<file path="config.mk">
export PLATFORM = sky130hd
export DESIGN_NAME = inverter_test_sequencer
export DESIGN_NICKNAME = d
export VERILOG_FILES = /design/src/rtl/inverter_test_sequencer.sv
export SDC_FILE = /design/constraint.sdc
export NUM_CORES = 1
export LEC_CHECK = 0
export CAP_MARGIN = 5
export CORE_UTILIZATION = 45
export CTS_CLUSTER_SIZE = 8
export DETAILED_ROUTE_END_ITERATION = 10
export MAX_ROUTING_LAYER = met4
export PLACE_DENSITY = 0.69
export SLEW_MARGIN = 20
export SYNTH_ARGS = -nofsm -noshare
export SYNTH_HDL_FRONTEND = slang
export SYNTH_SLANG_ARGS = --single-unit
</file>
<file path="constraint.sdc">
create_clock -name clk -period 8 [get_ports clk]
set_input_delay 1.6 -clock clk [delete_from_list [all_inputs] [get_ports clk]]
set_output_delay 1.6 -clock clk [all_outputs]
set_load 0.02 [all_outputs]
</file>
<file path="src/rtl/inverter_test_sequencer.sv">
// -----------------------------------------------------------------------------
// inverter_test_sequencer
//
// Runs one automated test pass over a WIDTH-channel level-translator/inverter
// board. A fixed sequence of patterns (all zeros, all ones, walking one,
// walking zero) is driven onto the board inputs. The board outputs are
// synchronised and compared against the expected level. The per-channel
// mismatch vector feeds an external consecutive-mismatch counter bank. When
// the pass ends, the bank's sticky flags are captured as a fail mask.
//
// Ports:
//   clk        system clock
//   rst_n      asynchronous active-low reset
//   start      one-cycle request to begin a pass (honoured only in IDLE)
//   abort      abandons a pass in progress (ignored in IDLE)
//   sense      board outputs, asynchronous to clk
//   drive      board inputs (registered)
//   diff       per-channel mismatch to the counter bank (registered)
//   cnt_rst    synchronous clear to the counter bank (registered)
//   flag       sticky per-channel fail flags from the counter bank
//   busy       high while a pass is in progress
//   done       one-cycle pulse when a completed pass returns to IDLE
//   pass       1 when the last completed pass had an all-zero fail mask
//   fail_mask  flag snapshot from the last completed pass
//   pat_idx    index of the pattern currently driven
// -----------------------------------------------------------------------------
module inverter_test_sequencer #(
    parameter int WIDTH  = 8,
    parameter int SETTLE = 16,
    parameter int DWELL  = 64,
    parameter int INVERT = 1
) (
    input  logic             clk,
    input  logic             rst_n,
    input  logic             start,
    input  logic             abort,
    input  logic [WIDTH-1:0] sense,
    output logic [WIDTH-1:0] drive,
    output logic [WIDTH-1:0] diff,
    output logic             cnt_rst,
    input  logic [WIDTH-1:0] flag,
    output logic             busy,
    output logic             done,
    output logic             pass,
    output logic [WIDTH-1:0] fail_mask,
    output logic [7:0]       pat_idx
);

    localparam int          NPAT      = 2 + 2 * WIDTH;
    localparam logic [7:0]  LAST_PAT  = 8'(NPAT - 1);
    localparam logic [15:0] SETTLE_LD = 16'(SETTLE - 1);
    localparam logic [15:0] DWELL_LD  = 16'(DWELL - 1);
    localparam logic [15:0] FLUSH_LD  = 16'd1;

    typedef enum logic [2:0] {
        IDLE,
        CLEAR,
        DRIVE,
        SAMPLE,
        FLUSH,
        DONE
    } state_t;

    state_t           state;
    state_t           state_n;
    logic [15:0]      timer;
    logic [15:0]      timer_n;
    logic [7:0]       pat_n;
    logic             done_n;
    logic             latch_n;
    logic [WIDTH-1:0] sense_meta;
    logic [WIDTH-1:0] sense_s;
    logic [WIDTH-1:0] expect_level;

    // Pattern table: 0 = all zeros, 1 = all ones, then a walking one across
    // every channel, then a walking zero across every channel.
    function automatic logic [WIDTH-1:0] pattern_of(input logic [7:0] idx);
        logic [WIDTH-1:0] p;
        int               i;
        i = int'(idx);
        p = '0;
        if (i == 1) begin
            p = '1;
        end else if (i >= 2 && i < WIDTH + 2) begin
            for (int b = 0; b < WIDTH; b++) begin
                p[b] = (b == i - 2);
            end
        end else if (i >= WIDTH + 2 && i < NPAT) begin
            for (int b = 0; b < WIDTH; b++) begin
                p[b] = (b != i - WIDTH - 2);
            end
        end
        return p;
    endfunction

    // The level each board output should show for the currently driven
    // pattern, depending on whether the board inverts or buffers.
    assign expect_level = (INVERT != 0) ? ~drive : drive;

    assign busy = (state != IDLE);

    // Two-flop synchroniser for the asynchronous board outputs. SETTLE is at
    // least 3, so the synchronised value is current before comparison starts.
    always_ff @(posedge clk or negedge rst_n) begin
        if (!rst_n) begin
            sense_meta <= '0;
            sense_s    <= '0;
        end else begin
            sense_meta <= sense;
            sense_s    <= sense_meta;
        end
    end

    // Next-state logic. The shared timer is loaded with (duration - 1) on
    // every state entry and the state advances when it reaches zero. Abort
    // is applied last so it overrides any advance and suppresses the
    // end-of-pass capture.
    always_comb begin
        state_n = state;
        timer_n = (timer != 16'd0) ? timer - 16'd1 : 16'd0;
        pat_n   = pat_idx;
        done_n  = 1'b0;
        latch_n = 1'b0;
        case (state)
            IDLE: begin
                if (start) begin
                    state_n = CLEAR;
                    timer_n = 16'd0;
                    pat_n   = 8'd0;
                end
            end
            CLEAR: begin
                if (timer == 16'd0) begin
                    state_n = DRIVE;
                    timer_n = SETTLE_LD;
                end
            end
            DRIVE: begin
                if (timer == 16'd0) begin
                    state_n = SAMPLE;
                    timer_n = DWELL_LD;
                end
            end
            SAMPLE: begin
                if (timer == 16'd0) begin
                    if (pat_idx == LAST_PAT) begin
                        state_n = FLUSH;
                        timer_n = FLUSH_LD;
                    end else begin
                        state_n = DRIVE;
                        timer_n = SETTLE_LD;
                        pat_n   = pat_idx + 8'd1;
                    end
                end
            end
            FLUSH: begin
                if (timer == 16'd0) begin
                    state_n = DONE;
                    timer_n = 16'd0;
                end
            end
            DONE: begin
                state_n = IDLE;
                timer_n = 16'd0;
                done_n  = 1'b1;
                latch_n = 1'b1;
            end
            default: begin
                state_n = IDLE;
                timer_n = 16'd0;
            end
        endcase
        if (abort && state != IDLE) begin
            state_n = IDLE;
            timer_n = 16'd0;
            done_n  = 1'b0;
            latch_n = 1'b0;
        end
    end

    // State, timer and registered board-facing outputs. The outputs are
    // computed from the next state so they line up cycle-for-cycle with it.
    // diff uses the drive value already on the board, which is the same
    // pattern throughout its DRIVE and SAMPLE windows.
    always_ff @(posedge clk or negedge rst_n) begin
        if (!rst_n) begin
            state     <= IDLE;
            timer     <= 16'd0;
            pat_idx   <= 8'd0;
            drive     <= '0;
            diff      <= '0;
            cnt_rst   <= 1'b0;
            done      <= 1'b0;
            pass      <= 1'b0;
            fail_mask <= '0;
        end else begin
            state   <= state_n;
            timer   <= timer_n;
            pat_idx <= pat_n;
            done    <= done_n;
            cnt_rst <= (state_n == CLEAR);
            if (state_n == DRIVE || state_n == SAMPLE) begin
                drive <= pattern_of(pat_n);
            end else begin
                drive <= '0;
            end
            if (state_n == SAMPLE) begin
                diff <= sense_s ^ expect_level;
            end else begin
                diff <= '0;
            end
            if (latch_n) begin
                fail_mask <= flag;
                pass      <= ~|flag;
            end
        end
    end

endmodule

</file>
# Word-level counts from Yosys, hierarchy flattened
# Index checks and enable logic that the tools add are counted.
# totals
reg_bits	70
latch_bits	0
ram_bits	0
mem_bits_ro	0
word_cells	86
memories	0
# classes
addsub	5
n_mul	0
n_div	0
n_lt_le_gt_ge	4
eq_ne	24
n_shift	0
muxes	28
bitwise	2
reduce_logical	12
# ops
cell	n
$mux W16	7
$pmux W16 S5	1
$mux W8	8
$ne A4 B10 Y1 const A	4
$eq A4 B9 Y1 const A	4
$logic_not A32 Y1	1
$reduce_bool A32 Y1	1
$mux W3	7
$ne A3 B10 Y1 const A	2
$eq A3 B9 Y1 const A	2
$logic_not A16 Y1	1
$pmux W8 S2	1
$reduce_bool A16 Y1	1
$sub A16 B1 Y16 const B	1
$pmux W3 S5	1
$eq A3 B2 Y1 const B	4
$ne A2 B10 Y1 const A	1
$sub A9 B3 Y10 const B	1
$eq A2 B9 Y1 const A	1
$sub A8 B2 Y9 const B	1
$sub A8 B4 Y9 const B	1
$add A8 B1 Y8 const B	1
$eq A8 B2 Y1 const B	1
$eq A8 B5 Y1 const B	1
other kinds (16)	21

# Logic depth before layout (Yosys ltp)
# depth
depth_word	11
depth_mapped	15

# Least setup slack after synthesis
# Ideal clock, no wire load.
# synth_path
kind	input to register
startpoint	in start
endpoint	reg drive[4]
setup_ps	121
t_arrival_ps	3886
t_required_ps	7879
setup_slack_ps	3993
path_stages	11
path_buffers	0
cell_sequence	or4b_4 > and2_4 > nor3_2 > o21a_4 > ha_1 > nand2_1 > xnor2_1 > xnor2_1 > a2111oi_4 > nand4b_1 > a22o_1
# synth_between
elab_chain_cells	9
elab_cells_between_ends	24
classes_between	3 x add/sub; 4 x order compare; 5 x eq/ne; 9 x mux; 3 x reduce/logical
# synth_rtl
item	line	source
start, declared	35	input logic start,
$mux W8	126	if (start) begin
$pmux W8 S2	124	case (state)
$sub A8 B4 Y9	90	p[b] = (b != i - WIDTH - 2);
$sub A9 B3 Y10	90	
$ne A4 B10 Y1	90	
$mux W8	88	end else if (i >= WIDTH + 2 && i < NPAT) begin
$mux W8	84	end else if (i >= 2 && i < WIDTH + 2) begin
$mux W8	82	if (i == 1) begin
$mux W8 (*)	202	if (state_n == DRIVE || state_n == SAMPLE) begin
end signal, assigned	203	drive <= pattern_of(pat_n);
end, declared	38	output logic [WIDTH-1:0] drive,
# Mark *: on every way between the ends. The rest lies on a longest branch, timed or not.
# A chain may end at the register's enable or synchronous reset.

# Worst setup path after layout
# Same ends and word-level chain as after synthesis.

==> results.cfg <==
[yosys]
synth-edff-count = 0
synth_top_family_by_area = simple AND/OR/NAND/NOR gates
synthDistinctLibCells = 68
synth_largest_area_cell = dfrtp_1
syn_avg_cell_area_um2 = 10.8
yosys_most_used_dff = dfrtp_1
syn-instance-count = 326
synthXorXnorAreaFrac_pct = 6.45
synth-async-reset-ratio_pct = 100
ys_ff_latch = 70
synthTopCellsByArea = dfrtp_1 (50%), nor2_1 (4.6%), xnor2_1 (3.2%)
syn_area_mm2 = 0.00353
syn_nets = 353
synthAdderAreaFrac_pct = 2.48
ys_warn_count = 0
synth.area.mux_share_pct = 2.84
synth-compound-area-share_pct = 11.7
synthSimpleGateAreaFrac_pct = 23.1
yosysSeqAreaShare_pct = 49.6
synth_top_area_share_pct = 49.6

[worst_setup_path]
required_ns = 8.23
critPathArrivalTime_ns = 4.77
worstSetupPathType = primary input to register
path_max_fanout = 8
r2r_slack_ns = 4.09
cp-start-kind = primary input
r2r_start = timer[0]
critPathCapture = drive[4]
end_kind = register
critPathLaunch = start
reg2reg_to = drive[4]
rr_worst_depth = 12

[finish]
antenna_cells = 0
final_core_util_pct = 58.5
fin_nets = 410
finalNonFillerCells = 487
area_growth_pct = 22.7
layout-drive-gt1-share_pct = 13.4
final_common_cell = dfrtp_1
fill_cells = 661
layout_common_cells = dfrtp_1 (70), clkdlybuf4s50_1 (54), nor2_1 (43), nand2_1 (21)
final-seq-area_mm2 = 0.00175
multi_input_area_mm2 = 0.00165

[pwr]
leakagePower_nw = 1.86
ir_worst_vdd_mv = 0.118
p_total_mw = 1.14
power_density_mw_per_mm2 = 263

[cts]
cts_resized = 0
ctsHtreeMaxLevel = 3
cts_sinks = 70
cts_tree = built
clk_path_buf_depth = 2
cts_root_buf = clkbuf_8
cts_setup_buffers = 0
cts_hold_buffers = 0
insertion_delay_ns = 0.35
path_clk_slew_ns = 0.08
numCtsBuffers = 9

[flow_run]
maxCapViolCount = 0

[timing]
slew_headroom_pct = 41.8
tns_ns = 0
rsz0062_at_grt = false
clock_skew_ns = 0.0123
hold_viol = 0
min_period_ns = 4.54
fmax_ghz = 0.220
report.final.slew_viol_count = 0
setup_viol = 0
worst_slew_pin_slew_ns = 0.873
fin_crit_sh_pct = 56.8

[routing]
drt-pass1-iter-count = 4
via_count = 2706
drt_iter0_markers = 113
drc = 0
avgViaCountPerCell = 5.56
ant_nets = 0
wire_per_inst_um = 15.5
drt-total-wl_um = 7530

[placed_design]
port-buffer-count = 55
gp_congestion = 0.907
hpwl_um = 5240
post-place-cells = 471

[die]
start_util_pct = 47.6
ios = 56
num_rows = 31
die_y_um = 90.6
fp.dieW_um = 90.6
core_area_mm2 = 0.00741
die_area_mm2 = 0.00820

[grt]
gr-total-overflow = 0
grt_pass1_wl_um = 12800
grt_pass1_vias = 2653
antenna_found_initial = 0
grt_max_degree = 71
grt_use_total_pct = 20.1

[status]
outcome = finished clean

[worst_hold_path]
hp-class = register to register
-- synth_stat cells (4+ instances only) --
| cell | count |
|---|---|
| ha_1 | 7 |
| a31oi_1 | 5 |
| mux2_2 | 8 |
| nor3_1 | 6 |
| inv_1 | 13 |
| and3_1 | 6 |
| nand2_1 | 21 |
| nand4_1 | 5 |
| clkbuf_1 | 5 |
| nor2_1 | 43 |
| o2bb2ai_1 | 4 |
| nor4_1 | 5 |
| a21oi_1 | 9 |
| dfrtp_1 | 70 |
| xnor2_1 | 13 |
| nand3_1 | 9 |
| xor2_1 | 13 |
| or4_1 | 4 |
| o21ai_0 | 11 |
-- worst min path at each step --
stage / from / end / depth (start not counted) / slack (ns)
after floorplan: sense_meta[0] / sense_s[0] / 0 / 0.33
after global placement: sense_meta[6] / sense_s[6] / 0 / 0.33
after detailed placement: sense_meta[6] / sense_s[6] / 0 / 0.34
after CTS: sense_meta[6] / sense_s[6] / 0 / 0.36
after global routing: sense_meta[1] / sense_s[1] / 0 / 0.36
final: sense_meta[6] / sense_s[6] / 0 / 0.35
-- routing by layer --
layer  share of wire (%)  up-vias  track usage (%)
met3                 6.0       15             3.87
li1                    -     1284                -
met5                   0        -                -
met1                  44     1301             25.4
met4                 2.1        0             9.95
met2                  48      106             31.0
-- worst max-delay path: stages --
cell and delay, ns:
clkdlybuf4s50_1 0.54, or4b_4 0.52, and2_4 0.21, nor3_2 0.18
o21a_4 0.19, ha_1 0.24, nand2_1 0.10, xnor2_1 0.14
xnor2_1 0.17, a2111oi_4 0.44, nand4b_1 0.16, a22o_1 0.27
-- kinds of logic (layout without fill, tap and decap cells) --
| family | after synthesis | count (layout) |
|---|---|---|
| adders and majority gates | 7 | 7 |
| muxes | 9 | 9 |
| and+or+nand+nor | 135 | 135 |
| xor gates and xnor gates | 26 | 26 |
| AOI/OAI and AO/OA | 53 | 53 |
| DFF | 70 | 70 |
| buffers and inverters | 26 | 88 |
-- where the power goes --
group,internal [mW],switching (mW)
combinational,0.175,0.231
clock,0.123,0.141
sequential,0.404,0.0643
-- layout make-up --
class                   instances  share of cell area [%]
inverters                      16                    1.68
flip-flops and latches         70                    40.5
clock inverters                 6                    1.01
repair buffers                 56                    12.8
multi-input cells             230                    38.1
well taps                      99                    2.86
clock buffers                  10                    3.18
-- through the flow --
| step | hold slack [ns] | cell area, um2 | worst slack, ns |
|---|---|---|---|
| 2_1_floorplan | 0.331 | 3530 | 3.99 |
| 3_3_place_gp | 0.332 | 4140 | 3.25 |
| 3_5_place_dp | 0.336 | 4140 | 3.12 |
| 4_1_cts | 0.356 | 4320 | 3.47 |
| 5_1_grt | 0.360 | 4330 | 3.30 |
| 6_report | 0.349 | 4330 | 3.46 |
-- registers in the layout, indices dropped and copies added (netlist names) --
signal	cells
drive	8
sense_s	8
cnt_rst	1
state	3
diff	8
done	1
sense_meta	8
timer	16
pass	1
pat_idx	8
fail_mask	8
Power figures use the tool's default switching activity.
